**src/rtl/mem_arbiter_if.sv**
```systemverilog
`default_nettype none
// ============================================================================
// mem_arbiter_if : cache-side and memory-side bus bundle for mem_arbiter.
// Rev 1.0
// ============================================================================
interface mem_arbiter_if #(
  parameter int ADDR_W = 28,
  parameter int DATA_W = 128,
  parameter int MASK_W = 16
);
  logic              ic_req_valid;
  logic              ic_req_ready;
  logic [ADDR_W-1:0] ic_req_addr;
  logic              ic_resp_valid;

  logic              dc_req_valid;
  logic              dc_req_ready;
  logic              dc_req_rw;
  logic [ADDR_W-1:0] dc_req_addr;
  logic              dc_req_data_valid;
  logic              dc_req_data_ready;
  logic [DATA_W-1:0] dc_req_data;
  logic [MASK_W-1:0] dc_req_mask;
  logic              dc_resp_valid;

  logic [DATA_W-1:0] resp_data;

  logic              mem_req_valid;
  logic              mem_req_ready;
  logic              mem_req_rw;
  logic [ADDR_W-1:0] mem_req_addr;
  logic              mem_req_data_valid;
  logic              mem_req_data_ready;
  logic [DATA_W-1:0] mem_req_data_bits;
  logic [MASK_W-1:0] mem_req_data_mask;
  logic              mem_resp_valid;
  logic [DATA_W-1:0] mem_resp_data;

  // Arbiter view
  modport slave (
    input  ic_req_valid, ic_req_addr,
    input  dc_req_valid, dc_req_rw, dc_req_addr, dc_req_data_valid, dc_req_data, dc_req_mask,
    input  mem_req_ready, mem_req_data_ready, mem_resp_valid, mem_resp_data,
    output ic_req_ready, ic_resp_valid, dc_req_ready, dc_req_data_ready, dc_resp_valid,
    output resp_data, mem_req_valid, mem_req_rw, mem_req_addr,
    output mem_req_data_valid, mem_req_data_bits, mem_req_data_mask
  );

  // Environment view (caches plus memory model)
  modport master (
    output ic_req_valid, ic_req_addr,
    output dc_req_valid, dc_req_rw, dc_req_addr, dc_req_data_valid, dc_req_data, dc_req_mask,
    output mem_req_ready, mem_req_data_ready, mem_resp_valid, mem_resp_data,
    input  ic_req_ready, ic_resp_valid, dc_req_ready, dc_req_data_ready, dc_resp_valid,
    input  resp_data, mem_req_valid, mem_req_rw, mem_req_addr,
    input  mem_req_data_valid, mem_req_data_bits, mem_req_data_mask
  );
endinterface
`default_nettype wire

```
**src/rtl/mem_arbiter.sv**
```systemverilog
`default_nettype none
// ============================================================================
// mem_arbiter : shares one memory port between ICache and DCache; steers refill
//               beats to the granted cache. Define MEM_ARB_RR_EN for round-robin
//               arbitration on simultaneous requests (default: DCache priority).
// Rev 1.0
// ============================================================================
module mem_arbiter #(
  parameter int ADDR_W = 28,
  parameter int DATA_W = 128,
  parameter int MASK_W = 16,
  parameter int BEATS  = 4
) (
  input  logic         clk_i,
  input  logic         reset_ni,
  mem_arbiter_if.slave bus,
  output logic         busy_o,
  output logic         proto_err_o
);
  localparam int               CNT_W     = (BEATS > 1) ? $clog2(BEATS) : 1;
  localparam logic [CNT_W-1:0] LAST_BEAT = CNT_W'(BEATS - 1);
  localparam logic             OWN_IC    = 1'b0;
  localparam logic             OWN_DC    = 1'b1;

  typedef enum logic [1:0] {
    S_IDLE  = 2'd0,
    S_ADDR  = 2'd1,
    S_WDATA = 2'd2,
    S_RDATA = 2'd3
  } state_e;

  state_e           state_q;
  logic             owner_q;
  logic [CNT_W-1:0] beat_cnt_q;
  logic             proto_err_q;
  logic             grant_dc;
  logic             own_valid;
  logic             own_rw;

`ifdef MEM_ARB_RR_EN
  logic last_owner_q;
  assign grant_dc = (bus.ic_req_valid && bus.dc_req_valid) ? ~last_owner_q : bus.dc_req_valid;
`else
  assign grant_dc = bus.dc_req_valid;
`endif

  assign own_valid   = (owner_q == OWN_DC) ? bus.dc_req_valid : bus.ic_req_valid;
  assign own_rw      = (owner_q == OWN_DC) && bus.dc_req_rw;
  assign busy_o      = (state_q != S_IDLE);
  assign proto_err_o = proto_err_q;

  always_ff @(posedge clk_i or negedge reset_ni) begin
    if (!reset_ni) begin
      state_q      <= S_IDLE;
      owner_q      <= OWN_DC;
      beat_cnt_q   <= '0;
      proto_err_q  <= 1'b0;
`ifdef MEM_ARB_RR_EN
      last_owner_q <= OWN_DC;
`endif
    end else begin
      // Beats outside a refill are discarded; flag remains until reset.
      if (bus.mem_resp_valid && (state_q != S_RDATA)) begin
        proto_err_q <= 1'b1;
      end
      case (state_q)
        S_IDLE: begin
          if (bus.ic_req_valid || bus.dc_req_valid) begin
            owner_q      <= grant_dc;
`ifdef MEM_ARB_RR_EN
            last_owner_q <= grant_dc;
`endif
            state_q      <= S_ADDR;
          end
        end
        S_ADDR: begin
          if (!own_valid) begin
            state_q <= S_IDLE;
          end else if (bus.mem_req_ready) begin
            state_q    <= own_rw ? S_WDATA : S_RDATA;
            beat_cnt_q <= '0;
          end
        end
        S_WDATA: begin
          if (bus.dc_req_data_valid && bus.mem_req_data_ready) begin
            state_q <= S_IDLE;
          end
        end
        S_RDATA: begin
          if (bus.mem_resp_valid) begin
            if (beat_cnt_q == LAST_BEAT) begin
              state_q    <= S_IDLE;
              beat_cnt_q <= '0;
            end else begin
              beat_cnt_q <= beat_cnt_q + CNT_W'(1);
            end
          end
        end
        default: state_q <= S_IDLE;
      endcase
    end
  end

  // Handshakes pass straight through, gated by the registered state and owner.
  always_comb begin
    bus.ic_req_ready       = 1'b0;
    bus.dc_req_ready       = 1'b0;
    bus.dc_req_data_ready  = 1'b0;
    bus.ic_resp_valid      = 1'b0;
    bus.dc_resp_valid      = 1'b0;
    bus.mem_req_valid      = 1'b0;
    bus.mem_req_rw         = 1'b0;
    bus.mem_req_addr       = {ADDR_W{1'b0}};
    bus.mem_req_data_valid = 1'b0;
    bus.mem_req_data_bits  = {DATA_W{1'b0}};
    bus.mem_req_data_mask  = {MASK_W{1'b0}};
    bus.resp_data          = bus.mem_resp_data;
    case (state_q)
      S_ADDR: begin
        bus.mem_req_valid = own_valid;
        bus.mem_req_rw    = own_rw;
        if (owner_q == OWN_DC) begin
          bus.mem_req_addr      = bus.dc_req_addr;
          bus.mem_req_data_bits = bus.dc_req_data;
          bus.mem_req_data_mask = bus.dc_req_mask;
          bus.dc_req_ready      = bus.mem_req_ready;
        end else begin
          bus.mem_req_addr = bus.ic_req_addr;
          bus.ic_req_ready = bus.mem_req_ready;
        end
      end
      S_WDATA: begin
        bus.mem_req_data_valid = bus.dc_req_data_valid;
        bus.dc_req_data_ready  = bus.mem_req_data_ready;
        bus.mem_req_data_bits  = bus.dc_req_data;
        bus.mem_req_data_mask  = bus.dc_req_mask;
      end
      S_RDATA: begin
        if (owner_q == OWN_DC) begin
          bus.dc_resp_valid = bus.mem_resp_valid;
        end else begin
          bus.ic_resp_valid = bus.mem_resp_valid;
        end
      end
      default: ;
    endcase
  end
endmodule
`default_nettype wire
```
**src/flat_wrapper.sv**
```systemverilog
// flat-port wrapper written by rule: the top's interface ports become plain ports
module mem_arbiter_flat 
#(
  parameter int ADDR_W = 28,
  parameter int DATA_W = 128,
  parameter int MASK_W = 16,
  parameter int BEATS  = 4
)
  (clk_i, reset_ni, busy_o, proto_err_o, bus_ic_req_valid, bus_ic_req_addr, bus_dc_req_valid, bus_dc_req_rw, bus_dc_req_addr, bus_dc_req_data_valid, bus_dc_req_data, bus_dc_req_mask, bus_mem_req_ready, bus_mem_req_data_ready, bus_mem_resp_valid, bus_mem_resp_data, bus_ic_req_ready, bus_ic_resp_valid, bus_dc_req_ready, bus_dc_req_data_ready, bus_dc_resp_valid, bus_resp_data, bus_mem_req_valid, bus_mem_req_rw, bus_mem_req_addr, bus_mem_req_data_valid, bus_mem_req_data_bits, bus_mem_req_data_mask);
  mem_arbiter_if #(.ADDR_W(ADDR_W), .DATA_W(DATA_W), .MASK_W(MASK_W)) bus_i ();
  input  logic clk_i;
  input  logic reset_ni;
  output logic busy_o;
  output logic proto_err_o;
  input wire logic [$bits(bus_i.ic_req_valid)-1:0] bus_ic_req_valid;
  input wire logic [$bits(bus_i.ic_req_addr)-1:0] bus_ic_req_addr;
  input wire logic [$bits(bus_i.dc_req_valid)-1:0] bus_dc_req_valid;
  input wire logic [$bits(bus_i.dc_req_rw)-1:0] bus_dc_req_rw;
  input wire logic [$bits(bus_i.dc_req_addr)-1:0] bus_dc_req_addr;
  input wire logic [$bits(bus_i.dc_req_data_valid)-1:0] bus_dc_req_data_valid;
  input wire logic [$bits(bus_i.dc_req_data)-1:0] bus_dc_req_data;
  input wire logic [$bits(bus_i.dc_req_mask)-1:0] bus_dc_req_mask;
  input wire logic [$bits(bus_i.mem_req_ready)-1:0] bus_mem_req_ready;
  input wire logic [$bits(bus_i.mem_req_data_ready)-1:0] bus_mem_req_data_ready;
  input wire logic [$bits(bus_i.mem_resp_valid)-1:0] bus_mem_resp_valid;
  input wire logic [$bits(bus_i.mem_resp_data)-1:0] bus_mem_resp_data;
  output wire logic [$bits(bus_i.ic_req_ready)-1:0] bus_ic_req_ready;
  output wire logic [$bits(bus_i.ic_resp_valid)-1:0] bus_ic_resp_valid;
  output wire logic [$bits(bus_i.dc_req_ready)-1:0] bus_dc_req_ready;
  output wire logic [$bits(bus_i.dc_req_data_ready)-1:0] bus_dc_req_data_ready;
  output wire logic [$bits(bus_i.dc_resp_valid)-1:0] bus_dc_resp_valid;
  output wire logic [$bits(bus_i.resp_data)-1:0] bus_resp_data;
  output wire logic [$bits(bus_i.mem_req_valid)-1:0] bus_mem_req_valid;
  output wire logic [$bits(bus_i.mem_req_rw)-1:0] bus_mem_req_rw;
  output wire logic [$bits(bus_i.mem_req_addr)-1:0] bus_mem_req_addr;
  output wire logic [$bits(bus_i.mem_req_data_valid)-1:0] bus_mem_req_data_valid;
  output wire logic [$bits(bus_i.mem_req_data_bits)-1:0] bus_mem_req_data_bits;
  output wire logic [$bits(bus_i.mem_req_data_mask)-1:0] bus_mem_req_data_mask;
  assign bus_i.ic_req_valid = bus_ic_req_valid;
  assign bus_i.ic_req_addr = bus_ic_req_addr;
  assign bus_i.dc_req_valid = bus_dc_req_valid;
  assign bus_i.dc_req_rw = bus_dc_req_rw;
  assign bus_i.dc_req_addr = bus_dc_req_addr;
  assign bus_i.dc_req_data_valid = bus_dc_req_data_valid;
  assign bus_i.dc_req_data = bus_dc_req_data;
  assign bus_i.dc_req_mask = bus_dc_req_mask;
  assign bus_i.mem_req_ready = bus_mem_req_ready;
  assign bus_i.mem_req_data_ready = bus_mem_req_data_ready;
  assign bus_i.mem_resp_valid = bus_mem_resp_valid;
  assign bus_i.mem_resp_data = bus_mem_resp_data;
  assign bus_ic_req_ready = bus_i.ic_req_ready;
  assign bus_ic_resp_valid = bus_i.ic_resp_valid;
  assign bus_dc_req_ready = bus_i.dc_req_ready;
  assign bus_dc_req_data_ready = bus_i.dc_req_data_ready;
  assign bus_dc_resp_valid = bus_i.dc_resp_valid;
  assign bus_resp_data = bus_i.resp_data;
  assign bus_mem_req_valid = bus_i.mem_req_valid;
  assign bus_mem_req_rw = bus_i.mem_req_rw;
  assign bus_mem_req_addr = bus_i.mem_req_addr;
  assign bus_mem_req_data_valid = bus_i.mem_req_data_valid;
  assign bus_mem_req_data_bits = bus_i.mem_req_data_bits;
  assign bus_mem_req_data_mask = bus_i.mem_req_data_mask;
  mem_arbiter #(.ADDR_W(ADDR_W), .DATA_W(DATA_W), .MASK_W(MASK_W), .BEATS(BEATS)) u_core (.clk_i(clk_i), .reset_ni(reset_ni), .bus(bus_i), .busy_o(busy_o), .proto_err_o(proto_err_o));
endmodule
```
**config.mk**
```make
export PLATFORM = sky130hd
export DESIGN_NAME = mem_arbiter_flat
export DESIGN_NICKNAME = d
export VERILOG_FILES = /design/src/rtl/mem_arbiter_if.sv /design/src/rtl/mem_arbiter.sv /design/src/flat_wrapper.sv
export SDC_FILE = /design/constraint.sdc
export NUM_CORES = 1
export LEC_CHECK = 0
export BUFFER_PORTS_ARGS = -buffer_cell sky130_fd_sc_hd__buf_2
export CAP_MARGIN = 25
export CORE_AREA = 2 2 255 257
export CTS_CLUSTER_SIZE = 25
export DETAILED_ROUTE_END_ITERATION = 12
export DIE_AREA = 0 0 257 259
export PLACE_DENSITY = 0.3
export SLEW_MARGIN = 20
export SYNTH_ARGS = -nofsm -noshare
export SYNTH_HDL_FRONTEND = slang
export SYNTH_SLANG_ARGS = --single-unit
```
**constraint.sdc**
```tcl
create_clock -name clk_i -period 4.1 [get_ports clk_i]
set_input_delay 0.205 -clock clk_i [delete_from_list [all_inputs] [get_ports clk_i]]
set_output_delay 0.205 -clock clk_i [all_outputs]
set_load 0.005 [all_outputs]
```
---- Word-level counts from Yosys, hierarchy flattened ----
Cells that the tools add are included.
word-level totals
  bits in registers ....................... 6
  latch bits .............................. 0
  memory bits (writable) .................. 0
  ROM bits ................................ 0
  output and inout port bits .............. 310
  logic and storage cells ................. 59
  memories ................................ 0
cells by class
  add/sub/neg operators ................... 1
  multipliers ............................. 0
  divide/modulo/power cells ............... 0
  magnitude comparators ................... 0
  equality and inequality tests ........... 12
  shift operators ......................... 0
  multiplexer cells ....................... 32
  bitwise operators ....................... 0
  reduce and logical (&&, ||, !) cells .... 10
operators by type and width
  kind                 number
  $pmux 128 s2         1
  $mux 128             1
  $mux 28              2
  $pmux 16 s2          1
  $mux 2               10
  $mux 16              1
  $mux 1               14
  $ne 2x1->1 const B   4
  $pmux 2 s4           1
  $eq 2x2->1 const B   3
  $ne 2x2->1 const B   3
  $reduce_and 5->1     1
  $pmux 2 s2           1
  $reduce_and 4->1     1
  $reduce_bool 2->1    2
  $logic_and 1x1->1    3
  $ne 3x3->1 const B   1
  $add 2x1->2 const B  1
  $eq 2x1->1 const B   1
  $logic_not 2->1      1
  $reduce_and 2->1     1
  $logic_or 1x1->1     1

---- Longest topological paths before layout ----
  word-level depth ........................ 5
  mapped depth ............................ 8
  gate-level depth less buffers ........... 6

---- Worst setup path before layout ----
Ideal clock, no wire load.
  kind .................................... flip-flop to output port
  start ................................... register u_core.state_q[1]
  end ..................................... output bus_mem_req_data_bits[100]
  arrival ................................. 1.349 ns
  data required time ...................... 3.895 ns
  setup slack ............................. 2.546 ns
  cell stages (with the launch flop) ...... 9
  path buffers ............................ 3
  cell sequence ........................... dfrtp_1 > inv_1 > ha_1 > a21oi_1 > nor2b_1 > buf_6 > buf_6 > buf_6 > and2_1
between the ends
  cells in the longest elaborated chain, start to end .. 2
  elaborated cells between the ends (all ways) .. 3
  those cells by class .................... eq/ne: 2; mux: 1
ends and longest elaborated chain
  item                                      RTL line            RTL
  start, declared                           mem_arbiter.sv:32   state_e state_q;
  start signal, assigned                    mem_arbiter.sv:80   state_q <= own_rw ? S_WDATA : S_RDATA;
  $eq 2x2->1 or $eq 2x1->1 (tied branches)  mem_arbiter.sv:118  case (state_q)
  $pmux 128 s2 *                            mem_arbiter.sv:118
  end, declared                             flat_wrapper.sv:37  output wire logic [$bits(bus_i.mem_req_data_bits)-1:0] bus_mem_req_data_bits;
Mark *: on every way between the ends. The rest lies on a longest branch, timed or not.

---- Worst setup path in the final report ----
  start ................................... register u_core.state_q[0]
  end ..................................... output bus_mem_req_data_bits[127]
Same word-level chain as after synthesis.

==> reports/results.tsv <==
stage	metric	value	unit
route	average vias per placed instance	2.42	
synthesis	Synth top cells by count	and2_1, buf_4, nor2b_1, mux2i_1, clkbuf_1	
synthesis	count leader, synth	and2_1	
die	row count	93	
worst_hold_path	origin of the worst min-delay path	bus_dc_req_valid	
route	routed wirelength normalized by instance count	13.7	um
sta	setup total negative slack	0	ps
die	x dimension of the die	257	um
clocking	number of buffers inserted for hold repair after clock tree synthesis	1	
clocking	sinks on the clock net	6	
critical_path	Worst Setup SP	u_core.state_q[0]	
sta	worst clock skew	3.84	ps
placed_design	final weighted congestion in routability-driven placement	0.882	
route	final routed DRC violation total	0	
route	iteration-0 DRC count of the detailed router	80	
critical_path	FF-to-FF Start	u_core.owner_q	
worst_hold_path	Hold WC Path Type	primary input to flop	
route	via count	3675	
synthesis	proportion of synthesized flip-flops having asynchronous set or reset	100	%
synthesis	synthesized area divided by synthesized cell count	7.27	sq um
sta	slew at the pin closest to its max-slew limit	532	ps
die	Initial Util	4.64	%
synthesis	post-synth top area cell	buf_4	
die	area of the die	66600	sq um
synthesis	cell area after technology mapping	2970	sq um
clocking	H-tree levels	1	
power_and_ir_drop	Max IR drop VDD	0.234	mV
route	met3 layer wire length in the routed design	4700	um
placed_design	Post-DP HPWL	19100	um
synthesis	total nets after synthesis	750	
sta	number of setup violations in the final report	0	
synthesis	number of enable flip-flop cells after synthesis	0	
sta	unrepaired setup endpoints after global routing	false	
placed_design	pre-CTS setup slack	1820	ps
synthesis	#FFs+latches synth	6	
synthesis	register area share after synthesis	5.10	%
clocking	clock buffers created by TritonCTS	3	
placed_design	count of buffers from port buffering	390	
grt	global-route wire length before repair	26300	um
synthesis	most used flip-flop cell after synthesis	dfrtp_1	
cells_and_area	share of post-route cells with drive strength above 1	61.2	%
clocking	post_cts resized	0	
grt	combined global-route utilization of all metal layers	5.69	%
cells_and_area	area overhead of the layout relative to synthesis	69.3	%
synthesis	share of Yosys cell area claimed by the top area cell type	32.4	%
grt	via count of the first global-routing pass	3657	
critical_path	depth of the worst register-to-register path	5	
grt	maximum number of pins on one net before global-route repair	111	
sta	setup ws final	1660	ps
route	total wire length after detailed routing	20800	um
critical_path	worst path arrival time	2240	ps
critical_path	Data required, critical path	3890	ps
route	detailed route wirelength on metal2	8990	um
clocking	CTS tree	done	
clocking	clock latency on the worst-skew pair	230	ps
power_and_ir_drop	Pleak	2.72	nW
route	post-route antenna net violation count	0	
critical_path	critical-path maximum fanout	110	
synthesis	Post-Syn Instances	408	
cells_and_area	final net count	997	
synthesis	count of warnings emitted by yosys	0	
sta	Slew HR	64.6	%
sta	post-route minimum period	2440	ps
clocking	clk slew on worst S/H paths	30	ps
die	I/O pin cnt	647	
synthesis	top cells by area in the synthesized netlist	buf_4, and2_1, mux2i_1	
clocking	CTS root buf	clkbuf_16	
sta	final period utilization	59.6	%
power_and_ir_drop	power density over the cells	462	nW/um^2
job	max capacitance violation total	0	
route	highest metal layer with signal wires	met5	
clocking	maximum root-to-sink buffer count	2	
critical_path	Critical Path Sink Type	output pin	
grt	sum of overflow across all layers after global routing	0	
run_status	status	completed	
sta	total count of max-transition violations in the final report	0	
sta	final number of hold-violating endpoints	0	
sta	fmax	409	MHz
clocking	buffers inserted by post-CTS timing repair	0	
critical_path	path type of the worst setup path	flop to output pin	
worst_hold_path	Worst Hold Depth	2	
route	first drt pass iteration count	6	
critical_path	type of element launching the critical path	flop	
grt	antenna violations before repair	18	
route	wl on met1	6510	um
die	vertical extent of the die	259	um
synthesis	post-synth cell types	30	
die	core area	63900	sq um
==> area by class of cell <==
cell class / count / area, sq um
Fill cell: 7550 / 58900
Timing Repair Buffer: 395 / 2000
Multi-Input combinational cell: 243 / 1670
Tap cell: 855 / 1070
Sequential cell: 6 / 151
Clock buffer: 4 / 78.8
Inverter: 6 / 22.5
Antenna cell: 8 / 20.0
==> cells in the final DEF (no fill, tap or decap), types with 2 or more instances in the layout <==
| cell type | n |
|---|---|
| buf_2 | 390 |
| and2_1 | 146 |
| mux2i_1 | 29 |
| nor2b_1 | 29 |
| diode_2 | 8 |
| inv_1 | 6 |
| nand2_1 | 6 |
| and3_1 | 5 |
| ha_1 | 5 |
| dfrtp_1 | 5 |
| a21oi_1 | 3 |
| a31oi_1 | 3 |
| clkbuf_16 | 3 |
| buf_4 | 3 |
| nand2b_1 | 2 |
==> critical path, cell delays in order (launching register included) <==
cell	delay (ps)
dfrtp_1	390
inv_1	110
ha_1	250
a21oi_1	90
nor2b_4	400
buf_12	300
and2_1	200
buf_2	130
==> per-stage QoR <==
stage	total power, mW	utilization [%]	cell area, sq um	cells	hold slack (ps)
finish	2.32	7.86	5020	1517	270
global route	2.56	7.84	5010	1511	283
CTS	2.39	7.83	5000	1509	274
detailed placement	2.22	7.69	4910	1504	53.7
global placement	2.21	7.69	4910	1504	58.7
floorplan	1.40	-	2970	408	-90.6
==> final timing paths <==
check	slack, ps	end
worst max-delay path	1660	bus_mem_req_data_bits[127]
worst min-delay path	270	u_core.owner_q
worst max register to register	2160	u_core.state_q[1]
worst min register to register	450	u_core.proto_err_o
max in group asynchronous	3510	u_core.owner_q
min in group asynchronous	360	u_core.proto_err_o
==> logic make-up (layout without fill, tap and decap cells) <==
kind of cell,Yosys count,count (layout),share of synthesized area (%)
AOI/OAI and AO/OA,14,14,3.33
adders and majority gates,5,5,2.11
buffers and inverters,159,405,38.7
DFF,6,6,5.10
muxes,30,30,10.2
other,0,8,0
and+or+nand+nor,194,194,40.6
==> power by group <==
part / internal [mW] / total (mW) / switching, mW
registers: 0.0866 / 0.109 / 0.0223
clock network: 0.129 / 0.164 / 0.0349
logic: 1.02 / 2.04 / 1.02
total: 1.24 / 2.32 / 1.08
==> per-layer routing <==
layer | up-vias | global-route usage (%)
met1 | 1521 | 5.09
met3 | 26 | 5.16
li1 | 1642 | -
met4 | 12 | 1.66
met2 | 474 | 9.33
met5 | - | 0
==> sequential cells by signal, indices dropped and copies added (netlist names) <==
register            cells
u_core.beat_cnt_q       2
u_core.proto_err_o      1
u_core.owner_q          1
u_core.state_q          2
No activity file was read; power rests on OpenSTA's default activity.
